`src/rtl/clk_tick_gate_if.sv`:
```
// Handshake bundle between the tick source side and the tick gate.
// The master drives the divided clock, the mode and the button; the slave returns the CPU enable and the counters.
interface clk_tick_gate_if #(
  parameter int CNT_W = 32
);
  logic             tick_in;
  logic [1:0]       mode;
  logic             step_btn;
  logic             clr_cnt;
  logic             cpu_en;
  logic [CNT_W-1:0] edge_cnt;
  logic [CNT_W-1:0] tick_period;
  logic             period_valid;

  modport master (
    output tick_in, mode, step_btn, clr_cnt,
    input  cpu_en, edge_cnt, tick_period, period_valid
  );

  modport slave (
    input  tick_in, mode, step_btn, clr_cnt,
    output cpu_en, edge_cnt, tick_period, period_valid
  );
endinterface

```
`src/rtl/clk_tick_gate.sv`:
```
// Turns rising edges of an asynchronous divided clock into one-cycle CPU enable pulses.
// Supports RUN, PAUSE and debounced single-step modes, and measures the tick period.
module clk_tick_gate #(
  parameter int SYNC_STAGES = 2,
  parameter int DEB_CNT     = 20,
  parameter int CNT_W       = 32
) (
  input  logic            clk_in,
  input  logic            rst_n,
  clk_tick_gate_if.slave  bus
);
  localparam int DW = $clog2(DEB_CNT + 1);
  localparam logic [1:0] M_RUN  = 2'b01;
  localparam logic [1:0] M_STEP = 2'b10;

  typedef enum logic [2:0] {
    ST_PAUSE,
    ST_RUN,
    ST_STEP_IDLE,
    ST_STEP_PEND,
    ST_STEP_HOLD
  } state_t;

  logic [SYNC_STAGES-1:0] tick_sync_q;
  logic [SYNC_STAGES-1:0] btn_sync_q;
  logic                   tick_prev_q;
  logic                   rise;
  logic                   btn_s;

  logic [DW-1:0]          deb_cnt_q, deb_cnt_d;
  logic                   deb_q, deb_d;
  logic                   press;

  state_t                 state_q;
  logic                   cpu_en_q;
  logic [CNT_W-1:0]       edge_cnt_q;
  logic [CNT_W-1:0]       per_cnt_q, per_cnt_inc;
  logic [CNT_W-1:0]       tick_period_q;
  logic                   period_valid_q;
  logic                   seen_rise_q;

  // Synchronizer chains: bit 0 samples the raw input, the top bit is the safe copy.
  always_ff @(posedge clk_in or negedge rst_n) begin
    if (!rst_n) begin
      tick_sync_q <= '0;
      btn_sync_q  <= '0;
      tick_prev_q <= 1'b0;
    end else begin
      tick_sync_q <= {tick_sync_q[SYNC_STAGES-2:0], bus.tick_in};
      btn_sync_q  <= {btn_sync_q[SYNC_STAGES-2:0], bus.step_btn};
      tick_prev_q <= tick_sync_q[SYNC_STAGES-1];
    end
  end

  assign rise  = tick_sync_q[SYNC_STAGES-1] & ~tick_prev_q;
  assign btn_s = btn_sync_q[SYNC_STAGES-1];

  // Debounce: the level flips only after DEB_CNT consecutive disagreeing cycles.
  always_comb begin
    deb_cnt_d = '0;
    deb_d     = deb_q;
    if (btn_s != deb_q) begin
      if (deb_cnt_q == DW'(DEB_CNT - 1)) deb_d = btn_s;
      else                               deb_cnt_d = deb_cnt_q + DW'(1);
    end
  end

  assign press = deb_d & ~deb_q;

  always_ff @(posedge clk_in or negedge rst_n) begin
    if (!rst_n) begin
      deb_cnt_q <= '0;
      deb_q     <= 1'b0;
    end else begin
      deb_cnt_q <= deb_cnt_d;
      deb_q     <= deb_d;
    end
  end

  // Mode FSM with registered enable; pulses only ever come from a single-cycle rise.
  always_ff @(posedge clk_in or negedge rst_n) begin
    if (!rst_n) begin
      state_q  <= ST_PAUSE;
      cpu_en_q <= 1'b0;
    end else begin
      cpu_en_q <= 1'b0;
      case (bus.mode)
        M_RUN: begin
          cpu_en_q <= (state_q == ST_RUN) & rise;
          state_q  <= ST_RUN;
        end
        M_STEP: begin
          case (state_q)
            ST_STEP_IDLE: begin
              if (press & rise) begin
                cpu_en_q <= 1'b1;
                state_q  <= ST_STEP_HOLD;
              end else if (press) begin
                state_q  <= ST_STEP_PEND;
              end
            end
            ST_STEP_PEND: begin
              if (rise) begin
                cpu_en_q <= 1'b1;
                state_q  <= ST_STEP_HOLD;
              end
            end
            ST_STEP_HOLD: begin
              if (!deb_q) state_q <= ST_STEP_IDLE;
            end
            default: state_q <= ST_STEP_IDLE;
          endcase
        end
        default: state_q <= ST_PAUSE;
      endcase
    end
  end

  always_ff @(posedge clk_in or negedge rst_n) begin
    if (!rst_n)            edge_cnt_q <= '0;
    else if (bus.clr_cnt)  edge_cnt_q <= '0;
    else if (cpu_en_q)     edge_cnt_q <= edge_cnt_q + CNT_W'(1);
  end

  assign per_cnt_inc = (&per_cnt_q) ? per_cnt_q : per_cnt_q + CNT_W'(1);

  // The first rise only aligns the counter; real measurements start with the second.
  always_ff @(posedge clk_in or negedge rst_n) begin
    if (!rst_n) begin
      per_cnt_q      <= '0;
      tick_period_q  <= '0;
      period_valid_q <= 1'b0;
      seen_rise_q    <= 1'b0;
    end else if (rise) begin
      per_cnt_q   <= '0;
      seen_rise_q <= 1'b1;
      if (seen_rise_q) begin
        tick_period_q  <= per_cnt_inc;
        period_valid_q <= 1'b1;
      end
    end else begin
      per_cnt_q <= per_cnt_inc;
    end
  end

  assign bus.cpu_en       = cpu_en_q;
  assign bus.edge_cnt     = edge_cnt_q;
  assign bus.tick_period  = tick_period_q;
  assign bus.period_valid = period_valid_q;
endmodule
```
`src/flat_wrapper.sv`:
```
// flat-port wrapper written by rule: the top's interface ports become plain ports
module clk_tick_gate_flat 
#(
  parameter int SYNC_STAGES = 2,
  parameter int DEB_CNT     = 20,
  parameter int CNT_W       = 32
)
  (clk_in, rst_n, bus_tick_in, bus_mode, bus_step_btn, bus_clr_cnt, bus_cpu_en, bus_edge_cnt, bus_tick_period, bus_period_valid);
  clk_tick_gate_if #(.CNT_W(CNT_W)) bus_i ();
  input  logic clk_in;
  input  logic rst_n;
  input wire logic [$bits(bus_i.tick_in)-1:0] bus_tick_in;
  input wire logic [$bits(bus_i.mode)-1:0] bus_mode;
  input wire logic [$bits(bus_i.step_btn)-1:0] bus_step_btn;
  input wire logic [$bits(bus_i.clr_cnt)-1:0] bus_clr_cnt;
  output wire logic [$bits(bus_i.cpu_en)-1:0] bus_cpu_en;
  output wire logic [$bits(bus_i.edge_cnt)-1:0] bus_edge_cnt;
  output wire logic [$bits(bus_i.tick_period)-1:0] bus_tick_period;
  output wire logic [$bits(bus_i.period_valid)-1:0] bus_period_valid;
  assign bus_i.tick_in = bus_tick_in;
  assign bus_i.mode = bus_mode;
  assign bus_i.step_btn = bus_step_btn;
  assign bus_i.clr_cnt = bus_clr_cnt;
  assign bus_cpu_en = bus_i.cpu_en;
  assign bus_edge_cnt = bus_i.edge_cnt;
  assign bus_tick_period = bus_i.tick_period;
  assign bus_period_valid = bus_i.period_valid;
  clk_tick_gate #(.SYNC_STAGES(SYNC_STAGES), .DEB_CNT(DEB_CNT), .CNT_W(CNT_W)) u_core (.clk_in(clk_in), .rst_n(rst_n), .bus(bus_i));
endmodule
```
`config.mk`:
```
export PLATFORM = sky130hd
export DESIGN_NAME = clk_tick_gate_flat
export DESIGN_NICKNAME = d
export VERILOG_FILES = /design/src/rtl/clk_tick_gate_if.sv /design/src/rtl/clk_tick_gate.sv /design/src/flat_wrapper.sv
export SDC_FILE = /design/constraint.sdc
export NUM_CORES = 1
export LEC_CHECK = 0
export CAP_MARGIN = 20
export CORE_MARGIN = 2
export CORE_UTILIZATION = 57
export CTS_CLUSTER_DIAMETER = 80
export DETAILED_ROUTE_END_ITERATION = 7
export DONT_BUFFER_PORTS = 1
export PLACE_DENSITY = 0.75
export SLEW_MARGIN = 20
export SYNTH_ARGS = -nofsm -noshare
export SYNTH_HDL_FRONTEND = slang
export SYNTH_SLANG_ARGS = --single-unit
```
`constraint.sdc`:
```
create_clock -name clk_in -period 2.4 [get_ports clk_in]
set_clock_uncertainty 0.1 [all_clocks]
set_input_delay 0.12 -clock clk_in [delete_from_list [all_inputs] [get_ports clk_in]]
set_output_delay 0.12 -clock clk_in [all_outputs]
set_load 0.03 [all_outputs]
```
==> impl_metrics.py, run 1 <==
metrics = {
    "floorplan": {
        "dieArea_um2": 9870,
        "rows": 34,
        "ios": 73,
        "die_h_um": 99.3,
        "core-area_um2": 8760,
        "die-width_um": 99.3,
        "initial_utilization": 0.591,
    },
    "global_routing": {
        "grt_usage": 0.240,
        "grt_overflow": 0,
        "grt_pass1_wl_um": 19000,
        "grt_max_degree": 114,
        "antenna_found_initial": 0,
        "grt_pass1_vias": 4029,
    },
    "clock_network": {
        "clockBufferDepth": 2,
        "cts_tree": "built",
        "clock-sinks": 113,
        "insertion_delay_ns": 0.51,
        "cts_setup_buffers": 0,
        "root_buffer": "clkbuf_8",
        "path_clk_slew_ns": 0.06,
        "cts_max_level": 4,
        "cts_inserted_buffers": 17,
        "cts-hold-fix-buffers": 6,
    },
    "detailed_routing": {
        "drc": 0,
        "antenna_left": 0,
        "vias": 4072,
        "drt_iter0_markers": 258,
        "wirelength_um": 11000,
        "post_drt_wl_per_cell_um": 16.1,
        "first_pass_iters": 4,
        "via_per_inst": 5.94,
    },
    "logic_synthesis": {
        "synth_area_leaders": "dfrtp_1 (55%), nor2_1 (4.7%), xnor2_1 (3.7%)",
        "syn-instance-count": 524,
        "synth.most_common_cell": "dfrtp_1",
        "synth_top_area_frac": 0.546,
        "synth-async-reset-ratio": 1.00,
        "ys.flop_type": "dfrtp_1",
        "syn_area_um2": 5180,
        "synth_edf_count": 0,
        "synth_cell_types": 43,
        "synth_top_cell_by_area": "dfrtp_1",
        "synthTopCellsByCount": "dfrtp_1 (113), nor2_1 (65), nand2_1 (44)",
        "yosys_warnings": 0,
        "ys_ff_latch": 113,
        "synth_nets": 536,
        "ys_seq_area_frac": 0.546,
        "avgSynthCellArea_um2": 9.89,
    },
    "worst_setup_path": {
        "cp_cell_sequence": "nand3_1 -> or4_1 -> o211ai_1 -> buf_4 -> xor2_1 -> o21ai_0",
        "worstPathRequired_ns": 2.69,
        "crit_start": "u_core.per_cnt_q[24]",
        "arrival_ns": 2.51,
        "crit_path_max_incr_delay_ns": 0.57,
        "cp-end-kind": "flip-flop",
        "cpMaxStageDelayCell": "or4_1",
        "cp-start-kind": "flip-flop",
        "crit_type": "flip-flop to flip-flop",
        "path_delay_family": "simple AND/OR/NAND/NOR gates",
        "critPathBufInv": 1,
        "worst_r2r_startpoint": "u_core.per_cnt_q[24]",
        "worstPathMaxFanout": 11,
    },
    "outcome": {
        "violations": "hold timing",
        "status": "finished with violations",
    },
    "timing": {
        "maxSlewViolCount": 0,
        "period_share": 0.925,
        "tightest_slew_ns": 0.605,
        "timing.final.crit_period_ns": 2.22,
        "fmax_mhz": 451,
        "hold_violations": 113,
        "rsz0062_at_grt": "yes",
        "holdWs_ns": -0.788,
        "setup_viol": 0,
        "max-slew-margin-rel": 0.596,
        "fin_setup_tns_ns": 0,
    },
    "placement": {
        "portBuffers": 0,
        "hpwl_um": 7250,
        "placed_area_um2": 5530,
        "globalplace.congestion": 0.885,
    },
    "cells_and_area": {
        "fin_util": 0.700,
        "final_nets": 578,
        "num_antenna_cells": 0,
        "area_growth_pct": 18.3,
        "drive_gt1_frac": 0.149,
        "postLayoutCellArea_um2": 6130,
    },
    "hold_path": {
        "hold_class": "input pin to asynchronous set/reset pin",
    },
    "pwr": {
        "switching_share": 0.244,
        "p_seq_frac": 0.474,
        "p_int_w": 0.00347,
        "power.density_nw_per_um2": 750,
        "switching_power_w": 0.00112,
        "pwr-share-comb": 0.040,
        "p_leak_nw": 2.58,
        "vdd_drop_max_mv": 0.505,
        "power_frac_clock": 0.486,
    },
    "flow_run": {
        "maxCapViolCount": 0,
    },
}
==> layout make-up <==
class / instances / area, µm²
sequential: 113 / 2830
fill: 643 / 2630
multi-input combinational: 374 / 2220
clock buffer: 20 / 445
timing repair buffer: 48 / 370
tap: 108 / 135
clock inverter: 11 / 90.1
inverter: 12 / 45.0
==> sequential cells by signal, summed over array words and instances, names as in the netlist <==
name,flops
u_core.btn_sync_q,2
u_core.state_q,3
u_core.per_cnt_q,32
u_core.seen_rise_q,1
u_core.bus.period_valid,1
u_core.deb_q,1
u_core.tick_prev_q,1
u_core.bus.cpu_en,1
u_core.bus.tick_period,32
u_core.bus.edge_cnt,32
u_core.deb_cnt_q,5
u_core.tick_sync_q,2
==> metrics by stage <==
| step | std cells | worst slack [ns] | total power, W |
|---|---|---|---|
| after floorplan | 524 | 0.0219 | 0.00233 |
| after global placement | 649 | 0.186 | 0.00237 |
| after detailed placement | 649 | 0.126 | 0.00238 |
| after CTS | 686 | 0.103 | 0.00463 |
| after global routing | 686 | -0.0101 | 0.00477 |
| final | 686 | 0.180 | 0.00460 |
==> cell families after synthesis <==
| kind of cell | synth area share |
|---|---|
| DFF | 0.546 |
| and+or+nand+nor | 0.224 |
| xor gates and xnor gates | 0.0676 |
| adders and majority gates | 0.0121 |
| muxes | 0.00821 |
| AOI/OAI and AO/OA | 0.113 |
| buffers and inverters | 0.0292 |
==> power by group through the flow <==
stage / Combinational [W] / Sequential [W] / Clock, W
after floorplan: 0.000143 / 0.00218 / 0
after global placement: 0.000158 / 0.00221 / 0
after detailed placement: 0.000166 / 0.00221 / 0
after CTS: 0.000184 / 0.00218 / 0.00227
after global routing: 0.000213 / 0.00219 / 0.00237
final: 0.000183 / 0.00218 / 0.00224
==> path summary, 6_finish.rpt <==
path	end	slack, ns	cells after the start
min in group clk_in	u_core.bus.edge_cnt[3]	0.02	2
worst min-delay path	u_core.bus.edge_cnt[11]	-0.79	0
worst max-delay path	u_core.bus.tick_period[21]	0.18	6
worst min register to register	u_core.btn_sync_q[1]	0.25	0
max in group asynchronous	u_core.bus.edge_cnt[23]	2.83	0
worst max register to register	u_core.bus.tick_period[21]	0.18	6
==> cells in the final DEF (no fill, tap or decap), types with 4 or more instances in the layout <==
cell type	count
xor2_1	18
ha_1	5
nand4_1	19
nand3_1	16
and2_1	4
dlygate4sd3_1	5
a31oi_1	16
xnor2_1	22
clkinvlp_4	4
or3_1	23
and4_1	4
inv_1	12
o31ai_1	5
nor2_1	65
nor3_1	6
a21oi_1	27
nor4_1	12
or4_1	7
clkinv_2	6
dfrtp_1	112
clkbuf_16	16
nand2_1	44
buf_4	42
and3_1	6
o21ai_0	38
==> routing by layer <==
layer,vias to the layer above,GRT usage,share of wire
met1,2018,0.303,0.44
met5,-,0,0
met2,92,0.390,0.49
met3,6,0.0843,0.062
met4,0,0.0769,0.0053
li1,1956,-,-
==> worst register-to-register path: stages (launching register included) <==
cell and delay (ns):
dfrtp_1 0.41, nand3_1 0.20, or4_1 0.57, o211ai_1 0.26
buf_4 0.21, xor2_1 0.22, o21ai_0 0.12
==> repair_timing <==
item                                    4_1_cts  5_1_grt
endpoints found under the setup margin        0       11
resized for setup                             0        6
hold endpoints to repair                    151      113
Power figures use the tool's default switching activity.
==> run 2: changes to the inputs <==
--- a/config.mk
+++ b/config.mk
@@ -12,6 +12,7 @@
 export DETAILED_ROUTE_END_ITERATION = 7
 export DONT_BUFFER_PORTS = 1
 export PLACE_DENSITY = 0.75
+export RECOVER_POWER = 50
 export SLEW_MARGIN = 20
 export SYNTH_ARGS = -nofsm -noshare
 export SYNTH_HDL_FRONTEND = slang
==> run 2 against run 1 <==
Net effect: the run still ends with hold timing left; combinational power barely moved; critical path depth stayed put; count of clock-buffer cells in the layout is the same; non-clock buffer count unchanged; cell count stayed put; critical path type unchanged; highest routed layer unchanged.
==> impl_metrics.py, run 2 (synthesis gave the netlist of run 1 again) <==
metrics = {
    "floorplan": {
        "die_h_um": 99.3,
        "rows": 34,
        "initial_utilization": 0.591,
        "die-width_um": 99.3,
        "core-area_um2": 8760,
        "ios": 73,
        "dieArea_um2": 9870,
    },
    "clock_network": {
        "insertion_delay_ns": 0.51,
        "path_clk_slew_ns": 0.06,
        "clock-sinks": 113,
        "cts_max_level": 4,
        "cts_setup_buffers": 0,
        "cts_tree": "built",
        "root_buffer": "clkbuf_8",
        "cts-hold-fix-buffers": 6,
        "clockBufferDepth": 2,
        "cts_inserted_buffers": 17,
    },
    "detailed_routing": {
        "via_per_inst": 5.90,
        "top_layer": "met4",
        "post_drt_wl_per_cell_um": 16.1,
        "drc": 0,
        "drt-met1-wl_um": 4830,
        "drt_iter0_markers": 266,
        "antenna_left": 0,
        "vias": 4046,
        "wirelength_um": 11100,
        "wl_met2_um": 5340,
        "dr_wl_met3_um": 784,
        "first_pass_iters": 4,
    },
    "timing": {
        "fin_setup_tns_ns": 0,
        "timing.final.crit_period_ns": 2.23,
        "max-slew-margin-rel": 0.601,
        "setup_viol": 0,
        "maxSlewViolCount": 0,
        "fmax_mhz": 448,
        "holdWs_ns": -0.799,
        "tightest_slew_ns": 0.598,
        "hold_violations": 113,
        "rsz0062_at_grt": "yes",
        "period_share": 0.930,
    },
    "cells_and_area": {
        "num_antenna_cells": 0,
        "multi_input_area_um2": 2220,
        "drive_gt1_frac": 0.147,
        "final_common_cell": "dfrtp_1",
        "register_area_um2": 2830,
        "final_cell_mix": "dfrtp_1 (112), nor2_1 (65), nand2_1 (44)",
        "area_growth_pct": 18.3,
        "final_nets": 578,
        "final.fill_count": 645,
    },
    "outcome": {
        "violations": "hold timing",
        "status": "finished with violations",
    },
    "worst_setup_path": {
        "worstPathRequired_ns": 2.69,
        "worst_r2r_startpoint": "u_core.per_cnt_q[24]",
        "r2r_cells": 6,
        "cp-start-kind": "flip-flop",
        "rr_endpoint": "u_core.bus.tick_period[21]",
        "worstPathMaxFanout": 11,
        "arrival_ns": 2.52,
        "r2r_slack_ns": 0.17,
        "crit_type": "flip-flop to flip-flop",
        "cp-end-kind": "flip-flop",
    },
    "global_routing": {
        "grt_overflow": 0,
        "grt_pass1_vias": 4029,
        "grt_pass1_wl_um": 19000,
        "grt_max_degree": 114,
        "grt_usage": 0.240,
        "antenna_found_initial": 0,
    },
    "pwr": {
        "vdd_drop_max_mv": 0.512,
        "power.density_nw_per_um2": 751,
        "p_leak_nw": 2.58,
    },
    "hold_path": {
        "hold_class": "input pin to asynchronous set/reset pin",
    },
    "placement": {
        "hpwl_um": 7250,
        "portBuffers": 0,
        "globalplace.congestion": 0.885,
    },
    "flow_run": {
        "maxCapViolCount": 0,
    },
}
==> run 2: cell types whose count changed in the layout (fill, tap and decap cells not counted) <==
cell,change
buf_4,-1
clkbuf_1,+1
==> run 2: power by group <==
group	internal, W	total [W]	leakage (nW)	switching (W)
sequential	0.00199	0.00218	1.51	0.000184
combinational	0.0000757	0.000183	0.807	0.000107
clock	0.00140	0.00224	0.258	0.000837
==> run 2: routing by layer <==
layer,global-route usage,up-vias
li1,-,1958
met1,0.303,1973
met2,0.390,104
met3,0.0843,11
met4,0.0769,0
met5,0,-
==> run 2: layout make-up <==
type,instances,area share
clock inverter,11,0.0147
clock buffer,20,0.0727
multi-input combinational,374,0.362
inverter,12,0.00735
tap,108,0.0221
timing repair buffer,48,0.0598
sequential,113,0.462
==> run 2: worst max-delay path by stage <==
| stage | from | endpoint | cells after the start |
|---|---|---|---|
| 6_report | u_core.per_cnt_q[24] | u_core.bus.tick_period[21] | 6 |
| 5_1_grt | u_core.per_cnt_q[0] | u_core.bus.tick_period[18] | 6 |
| 4_1_cts | u_core.per_cnt_q[0] | u_core.bus.tick_period[15] | 6 |
| 3_5_place_dp | u_core.per_cnt_q[0] | u_core.bus.tick_period[15] | 6 |
| 3_3_place_gp | u_core.per_cnt_q[0] | u_core.bus.tick_period[15] | 6 |
| 2_1_floorplan | u_core.bus.edge_cnt[2] | u_core.bus.edge_cnt[31] | 5 |
==> run 2: metrics by stage <==
stage / cell area (µm²) / instances / total power (W) / util / setup slack, ns
after floorplan: 5180 / 524 / 0.00233 / - / 0.0219
after global placement: 5530 / 649 / 0.00237 / 0.631 / 0.186
after detailed placement: 5530 / 649 / 0.00238 / 0.631 / 0.126
after CTS: 6120 / 686 / 0.00463 / 0.699 / 0.103
after global routing: 6130 / 686 / 0.00477 / 0.699 / -0.0101
final: 6130 / 686 / 0.00460 / 0.699 / 0.168
==> run 2: worst max-delay path, stage by stage, from the launching register on <==
cell and delay (ns):
dfrtp_1 0.41, nand3_1 0.22, or4_1 0.57, o211ai_1 0.26
buf_4 0.21, xor2_1 0.21, o21ai_0 0.12
==> run 2: repair_timing <==
| item | CTS | global route |
|---|---|---|
| endpoints found under the setup margin | 0 | 11 |
| resized for setup | 0 | 6 |
| endpoints found under the hold margin | 151 | 113 |
